===== src/rtl/fc_layer_ctrl.sv =====
// Input-vector sequencer for a layer of fc_neuron instances: streams words with ROM addresses,
// issues the bias step, then holds valid_o until the next layer takes it. Optional FC_CTRL_STALL_CNT_EN.
module fc_layer_ctrl #(
    parameter int WORD_SIZE             = 16,
    parameter int PREVIOUS_LAYER_HEIGHT = 4,
    parameter int LU_LATENCY            = 1
) (
    input  logic                                       clk_i,
    input  logic                                       reset_n_i,
    input  logic [WORD_SIZE-1:0]                       data_i,
    input  logic                                       valid_i,
    output logic                                       ready_o,
    output logic [$clog2(PREVIOUS_LAYER_HEIGHT+1)-1:0] mem_addr_o,
    output logic [WORD_SIZE-1:0]                       data_o,
    output logic                                       sum_en_o,
    output logic                                       add_bias_o,
    output logic                                       valid_o,
    input  logic                                       ready_i,
    output logic                                       busy_o
`ifdef FC_CTRL_STALL_CNT_EN
    ,
    output logic [15:0]                                stall_cnt_o
`endif
);

    localparam int AW = $clog2(PREVIOUS_LAYER_HEIGHT + 1);
    localparam int LW = $clog2(LU_LATENCY + 1);

    typedef enum logic [2:0] {S_IDLE, S_LOAD, S_BIAS, S_WAIT, S_OUT} state_t;

    state_t               state_q, state_d;
    logic [AW-1:0]        count_q, count_d;
    logic [LW-1:0]        wait_q, wait_d;
    logic [WORD_SIZE-1:0] data_q, data_d;
    logic                 sum_en_q, sum_en_d;
    logic                 add_bias_q, add_bias_d;
    logic                 valid_q, valid_d;
    logic                 hs;

    assign ready_o    = (state_q == S_IDLE) || (state_q == S_LOAD);
    assign busy_o     = (state_q != S_IDLE);
    assign data_o     = data_q;
    assign sum_en_o   = sum_en_q;
    assign add_bias_o = add_bias_q;
    assign valid_o    = valid_q;
    assign hs         = valid_i & ready_o;

    always_comb begin
        if (ready_o)
            mem_addr_o = count_q;
        else if (state_q == S_BIAS)
            mem_addr_o = AW'(PREVIOUS_LAYER_HEIGHT);
        else
            mem_addr_o = '0;
    end

    always_comb begin
        state_d    = state_q;
        count_d    = count_q;
        wait_d     = wait_q;
        data_d     = hs ? data_i : data_q;
        // data/sum_en trail the address by one cycle to line up with the neuron ROM read
        sum_en_d   = hs;
        add_bias_d = 1'b0;
        valid_d    = 1'b0;
        case (state_q)
            S_IDLE: begin
                if (hs) begin
                    if (PREVIOUS_LAYER_HEIGHT == 1) begin
                        state_d = S_BIAS;
                    end else begin
                        state_d = S_LOAD;
                        count_d = AW'(1);
                    end
                end
            end
            S_LOAD: begin
                if (hs) begin
                    if (count_q == AW'(PREVIOUS_LAYER_HEIGHT - 1)) begin
                        state_d = S_BIAS;
                        count_d = '0;
                    end else begin
                        count_d = count_q + AW'(1);
                    end
                end
            end
            S_BIAS: begin
                state_d    = S_WAIT;
                add_bias_d = 1'b1;
                wait_d     = LW'(LU_LATENCY);
            end
            S_WAIT: begin
                if (wait_q <= LW'(1)) begin
                    state_d = S_OUT;
                    valid_d = 1'b1;
                    wait_d  = '0;
                end else begin
                    wait_d = wait_q - LW'(1);
                end
            end
            S_OUT: begin
                valid_d = ~ready_i;
                if (ready_i)
                    state_d = S_IDLE;
            end
            default: state_d = S_IDLE;
        endcase
    end

`ifdef FC_CTRL_STALL_CNT_EN
    logic [15:0] stall_q, stall_d;
    assign stall_cnt_o = stall_q;

    always_comb begin
        stall_d = stall_q;
        if (state_q == S_IDLE && hs)
            stall_d = '0;
        else if (((state_q == S_LOAD && !valid_i) || (state_q == S_OUT && !ready_i))
                 && stall_q != 16'hFFFF)
            stall_d = stall_q + 16'd1;
    end

    always_ff @(posedge clk_i or negedge reset_n_i) begin
        if (!reset_n_i)
            stall_q <= '0;
        else
            stall_q <= stall_d;
    end
`endif

    always_ff @(posedge clk_i or negedge reset_n_i) begin
        if (!reset_n_i) begin
            state_q    <= S_IDLE;
            count_q    <= '0;
            wait_q     <= '0;
            data_q     <= '0;
            sum_en_q   <= 1'b0;
            add_bias_q <= 1'b0;
            valid_q    <= 1'b0;
        end else begin
            state_q    <= state_d;
            count_q    <= count_d;
            wait_q     <= wait_d;
            data_q     <= data_d;
            sum_en_q   <= sum_en_d;
            add_bias_q <= add_bias_d;
            valid_q    <= valid_d;
        end
    end

endmodule


===== config.mk =====
export PLATFORM = sky130hd
export DESIGN_NAME = fc_layer_ctrl
export DESIGN_NICKNAME = d
export VERILOG_FILES = /design/src/rtl/fc_layer_ctrl.sv
export SDC_FILE = /design/constraint.sdc
export NUM_CORES = 1
export LEC_CHECK = 0
export CAP_MARGIN = 20
export CORE_ASPECT_RATIO = 0.9
export CORE_MARGIN = 5
export CORE_UTILIZATION = 43
export CTS_BUF_LIST = sky130_fd_sc_hd__clkbuf_8
export CTS_CLUSTER_SIZE = 12
export DETAILED_ROUTE_END_ITERATION = 8
export PLACE_DENSITY = 0.8
export SETUP_SLACK_MARGIN = 0.05
export SLEW_MARGIN = 25
export SYNTH_ARGS = -nofsm -noshare
export SYNTH_HDL_FRONTEND = slang
export SYNTH_SLANG_ARGS = --single-unit

===== constraint.sdc =====
create_clock -name clk_i -period 1.9 [get_ports clk_i]
set_input_delay 0.285 -clock clk_i [delete_from_list [all_inputs] [get_ports clk_i]]
set_output_delay 0.285 -clock clk_i [all_outputs]
set_load 0.03 [all_outputs]

==> results.py, run 1 <==
metrics = {
    "timing": {
        "fin_crit_sh_pct": 92.0,
        "rsz0062_at_grt": "false",
        "fmax_mhz": 572,
        "hold-worst-slack_ps": 368,
        "worst_pin_slew_ps": 328,
        "hold_viol": 0,
        "slew_headroom_pct": 78.0,
        "setup_viol": 0,
        "setup_tns_ps": 0,
        "slew_violations": 0,
        "finalCriticalPeriod_ps": 1750,
        "finClkSkew_ps": 1.39,
    },
    "logic_synthesis": {
        "syn_nets": 94,
        "ys_types": 25,
        "postSynthCellCount": 73,
        "ys_top_cells_by_count": "dfrtp_1, mux2_4, mux2_2",
        "synth.yosys.seq_area_share_pct": 58.6,
        "ys.flop_type": "dfrtp_1",
        "netlist.area_leader.share_pct": 58.6,
        "async_reset_ff_share_pct": 100,
        "yosys-top-cells-area": "dfrtp_1, mux2_4, mux2_2, buf_6, nor3b_4",
        "syn_avg_cell_area_um2": 14.6,
        "synth-edff-count": 0,
        "synth_largest_area_cell": "dfrtp_1",
        "synth_most_common_cell": "dfrtp_1",
        "ys_warn_count": 0,
        "syn_area_um2": 1070,
        "yosys_register_bits": 25,
    },
    "setup_path": {
        "start_kind": "flip-flop",
        "path_class": "reg2out",
        "cp_cell_sequence": "nor3b_2, a21o_1, dlygate4sd2_1",
        "end_kind": "output port",
        "crit_path_max_incr_delay_ps": 460,
        "cp_top_family": "flip-flops",
        "critPathMaxFanout": 8,
        "crit_slowest_cell": "dfrtp_1",
        "crit_arrival_ps": 1460,
        "cp.required_ps": 1620,
        "critPathBufInv": 1,
    },
    "outcome": {
        "run_status": "finished clean",
    },
    "power": {
        "p_per_area_nw_per_um2": 1730,
        "irDropWorstVdd_uv": 989,
        "p_leak_nw": 0.708,
        "p_total_w": 0.00274,
    },
    "finish": {
        "layout.cells.non_filler": 148,
        "fillers": 185,
        "layout-drive-gt1-share_pct": 25.8,
        "num_antenna_cells": 0,
        "final_nets": 142,
        "multi_input_area_um2": 398,
        "area_growth_pct": 48.3,
        "register_area_um2": 627,
    },
    "routing": {
        "num_vias": 731,
        "first_pass_iters": 2,
        "drtIter0Drc": 13,
        "via_per_inst": 4.94,
        "postRouteAntennaNets": 0,
        "drc": 0,
        "drt_wl_total_mm": 2.08,
        "wire_per_inst_um": 14.0,
    },
    "floorplan": {
        "rows": 17,
        "pin_count": 44,
        "start_util_pct": 44.0,
        "die_h_um": 57.3,
        "fp.dieArea_um2": 3580,
        "die_x_um": 62.5,
        "core_um2": 2420,
    },
    "clock_tree": {
        "clk_latency_ps": 260,
        "h-tree-depth": 1,
        "cts_buffers": 3,
        "cts.path.max_buffers": 2,
        "cts_root_buf": "clkbuf_8",
        "post-cts-setup-buffers": 0,
        "cts_tree": "yes",
        "cts.sinks": 25,
        "clkTransAtPathRegs_ps": 90,
    },
    "place": {
        "place_congestion": 0.778,
        "numPlacedInstances": 144,
        "hpwl_mm": 1.61,
        "port_buffers": 43,
    },
    "global_route": {
        "grt_max_degree": 26,
        "grt_overflow": 0,
        "first_global_vias": 757,
        "grt_pass1_wl_mm": 3.53,
        "antenna_found_initial": 0,
        "gr-usage-all-layers_pct": 11.9,
    },
    "flow_run": {
        "drv_cap": 0,
    },
    "worst_hold_path": {
        "min-delay-path-class": "in2async",
    },
}
==> per-layer routing <==
layer / routed length (um) / vias up / global-route usage, %
met5: 0 / - / 0
met4: 0 / 0 / 0.909
met3: 147 / 0 / 4.33
met2: 1010 / 21 / 20.0
met1: 924 / 364 / 15.6
li1: - / 346 / -
==> area by class of cell <==
class	count	area share [%]
flip-flops and latches	25	39.6
clock inverters	1	0.474
repair buffers	48	29.7
multi-input cells	42	25.1
inverters	1	0.237
clock buffers	3	2.61
well taps	28	2.21
==> repair_timing <==
| action | 4_1_cts | 5_1_grt |
|---|---|---|
| gates resized for setup | 7 | 2 |
| cloned | 0 | 0 |
| hold buffers | 0 | 0 |
| setup endpoints to repair | 5 | 2 |
==> where the power goes <==
group          switching, W  internal [W]
sequential         0.000153      0.000748
clock              0.000163      0.000148
combinational      0.000796      0.000731
==> path summary, 6_finish.rpt <==
check | startpoint | endpoint | slack, ps | cells past startpoint
setup / recovery | state_q[2]$_DFFE_PN0P_ | mem_addr_o[2] | 150 | 3
setup reg to reg | state_q[2]$_DFFE_PN0P_ | data_o[12]$_DFFE_PN0P_ | 370 | 4
hold reg to reg | data_o[13]$_DFFE_PN0P_ | data_o[13]$_DFFE_PN0P_ | 510 | 1
min in group clk_i | data_o[13]$_DFFE_PN0P_ | data_o[13]$_DFFE_PN0P_ | 510 | 1
max in group asynchronous | reset_n_i | state_q[0]$_DFFE_PN0P_ | 1280 | 2
hold / removal | reset_n_i | data_o[14]$_DFFE_PN0P_ | 370 | 2
==> cell usage in the layout, fill, tap and decap left out, types with 2 or more instances in the layout <==
cell type	Yosys	routed
mux2_4	10	10
clkdlybuf4s50_1	0	38
a21o_1	2	2
o21ai_0	3	3
dfrtp_1	25	24
nor3_1	2	2
mux2_2	6	6
clkbuf_8	0	3
nor2_1	3	3
dlygate4sd2_1	0	4
nand2_1	2	2
buf_4	1	4
==> worst register-to-register path, delay by kind of cell, from the launching register on <==
kind / cells / cell delay, ps
AND/OR/NAND/NOR: 1 / 220
multiplexers: 1 / 360
buffers and inverters: 2 / 390
flip-flops: 1 / 460
==> registers in the layout (all words and copies together) (netlist names) <==
| register | count |
|---|---|
| data_o | 16 |
| count_q | 3 |
| state_q | 3 |
| add_bias_o | 1 |
| sum_en_o | 1 |
| valid_o | 1 |
==> metrics by stage <==
stage | cell area [um2] | utilization (%) | worst slack, ps
2_1_floorplan | 1070 | - | 269
3_3_place_gp | 1540 | 63.4 | 114
3_5_place_dp | 1540 | 63.4 | 95.0
4_1_cts | 1580 | 65.3 | 58.6
5_1_grt | 1580 | 65.3 | 74.4
6_report | 1580 | 65.3 | 152
==> cells by family (layout without fill, tap and decap cells) <==
logic type,count (synthesis),in the layout,synth area share (%)
compound gates,9,9,5.74
flops,25,25,58.6
simple gates,16,16,9.50
fa+ha+maj,1,1,1.17
buf+inv,6,53,4.57
mux,16,16,20.4
(Power assumes the default switching activity.)
==> run 2, diff against run 1 <==
--- a/config.mk
+++ b/config.mk
@@ -13,6 +13,7 @@
 export CTS_CLUSTER_SIZE = 12
 export DETAILED_ROUTE_END_ITERATION = 8
 export PLACE_DENSITY = 0.8
+export RECOVER_POWER = 50
 export SETUP_SLACK_MARGIN = 0.05
 export SLEW_MARGIN = 25
 export SYNTH_ARGS = -nofsm -noshare
==> run 2 against run 1 <==
Cell count unchanged. Via count down 0.27%. Sequential share of layout area up 0.73 points. Highest routed layer unchanged.
==> results.py, run 2 (same netlist as run 1, synthesis figures left out) <==
metrics = {
    "setup_path": {
        "end_kind": "output port",
        "cp_top_family": "flip-flops",
        "regToRegEndpoint": "data_o[12]$_DFFE_PN0P_",
        "rr_startpoint": "state_q[2]$_DFFE_PN0P_",
        "start_kind": "flip-flop",
        "cp_cell_sequence": "nor3b_2, a21o_1, dlygate4sd2_1",
        "crit_arrival_ps": 1460,
        "reg2reg_slack_ps": 220,
        "path_class": "reg2out",
        "critPathBufInv": 1,
        "crit_slowest_cell": "dfrtp_1",
        "worstSetupEndpoint": "mem_addr_o[2]",
        "crit_cells": 3,
        "crit_path_max_incr_delay_ps": 460,
        "cp.required_ps": 1620,
        "rr_worst_depth": 4,
        "critPathMaxFanout": 8,
        "cp-startpoint": "state_q[2]$_DFFE_PN0P_",
    },
    "routing": {
        "drc": 0,
        "first_pass_iters": 2,
        "via_per_inst": 4.93,
        "drtIter0Drc": 11,
        "wire_per_inst_um": 14.1,
        "num_vias": 729,
        "postRouteAntennaNets": 0,
        "drt_wl_total_mm": 2.09,
    },
    "finish": {
        "final_cell_mix": "clkdlybuf4s50_1, dfrtp_1, mux2_4",
        "final_nets": 142,
        "area_growth_pct": 45.6,
        "num_antenna_cells": 0,
        "layout_commonest_cell": "clkdlybuf4s50_1",
        "layout-drive-gt1-share_pct": 21.7,
        "fillers": 188,
        "largest_reg_flops": 16,
    },
    "clock_tree": {
        "clk_latency_ps": 260,
        "h-tree-depth": 1,
        "post-cts-setup-buffers": 0,
        "cts_tree": "yes",
        "cts_root_buf": "clkbuf_8",
        "cts.sinks": 25,
        "cts.path.max_buffers": 2,
        "cts_buffers": 3,
        "hold_buffers": 0,
        "clkTransAtPathRegs_ps": 90,
    },
    "power": {
        "p_per_area_nw_per_um2": 1730,
        "p_leak_nw": 0.687,
        "irDropWorstVdd_uv": 973,
        "p_total_w": 0.00269,
    },
    "place": {
        "hpwl_mm": 1.61,
        "port_buffers": 43,
        "place_congestion": 0.778,
    },
    "flow_run": {
        "drv_cap": 0,
    },
    "timing": {
        "rsz0062_at_grt": "false",
        "fin_crit_sh_pct": 91.9,
        "hold_viol": 0,
        "setup_viol": 0,
        "setup_tns_ps": 0,
        "slew_headroom_pct": 60.5,
        "slew_violations": 0,
        "fmax_mhz": 572,
        "worst_pin_slew_ps": 592,
        "finClkSkew_ps": 1.40,
        "finalCriticalPeriod_ps": 1750,
    },
    "global_route": {
        "met3_usage_pct": 4.33,
        "met2_usage_pct": 20.0,
        "gr-usage-all-layers_pct": 11.9,
        "grt_overflow": 0,
        "first_global_vias": 757,
        "antenna_found_initial": 0,
        "busiest_layer": "met2",
        "grt_pass1_wl_mm": 3.53,
        "use_met1_pct": 15.6,
        "grt_max_degree": 26,
    },
    "floorplan": {
        "pin_count": 44,
        "die_h_um": 57.3,
        "fp.dieArea_um2": 3580,
        "core_um2": 2420,
        "start_util_pct": 44.0,
        "rows": 17,
        "die_x_um": 62.5,
    },
    "outcome": {
        "run_status": "finished clean",
    },
    "worst_hold_path": {
        "min-delay-path-class": "reg2reg",
    },
}
-- run 2: timing repair --
action	in CTS	in global routing
pin swaps	0	0
gates resized for setup	7	2
setup endpoints to repair	5	2
-- run 2: worst min path at each step --
stage                                       from                endpoint  cells past startpoint  slack (ps)
final                      data_o[9]$_DFFE_PN0P_   data_o[9]$_DFFE_PN0P_                      1         500
after global routing       data_o[9]$_DFFE_PN0P_   data_o[9]$_DFFE_PN0P_                      1         520
after CTS                              reset_n_i   data_o[1]$_DFFE_PN0P_                      2         380
after detailed placement  data_o[13]$_DFFE_PN0P_  data_o[13]$_DFFE_PN0P_                      1         490
after global placement     data_o[4]$_DFFE_PN0P_   data_o[4]$_DFFE_PN0P_                      1         490
after floorplan                        reset_n_i    add_bias_o$_DFF_PN0_                      0         -10
-- run 2: through the flow --
stage	area [um2]	worst slack, ps	hold slack [ps]	util [%]	instances
CTS	1580	58.6	379	65.3	148
finish	1550	153	501	64.1	148
detailed placement	1540	95.0	495	63.4	144
global route	1550	75.6	517	64.1	148
floorplan	1070	269	-10.6	-	73
global placement	1540	114	489	63.4	144
-- run 2: final cells by class --
cell class	instances	area, um2	share of cell area (%)
multi-input combinational	42	375	24.2
inverter	1	3.75	0.242
clock inverter	1	7.51	0.483
sequential	25	627	40.3
tap	28	35.0	2.25
timing repair buffer	48	464	29.9
clock buffer	3	41.3	2.66
-- run 2: report_power, final --
group | internal, W | switching, W
logic | 0.000691 | 0.000787
registers | 0.000747 | 0.000150
clock network | 0.000148 | 0.000164
total | 0.00159 | 0.00110
-- run 2: routing by layer --
| metal | up-vias | share of wire (%) |
|---|---|---|
| li1 | 347 | - |
| met5 | - | 0 |
| met4 | 0 | 0 |
| met3 | 0 | 7.1 |
| met2 | 21 | 48 |
| met1 | 361 | 45 |
==> run 3, diff against run 2 <==
--- a/config.mk
+++ b/config.mk
@@ -5,7 +5,6 @@
 export SDC_FILE = /design/constraint.sdc
 export NUM_CORES = 1
 export LEC_CHECK = 0
-export CAP_MARGIN = 20
 export CORE_ASPECT_RATIO = 0.9
 export CORE_MARGIN = 5
 export CORE_UTILIZATION = 43
==> results of run 3 <==
No change in the layout: final DEF, timing and power equal those of run 2.
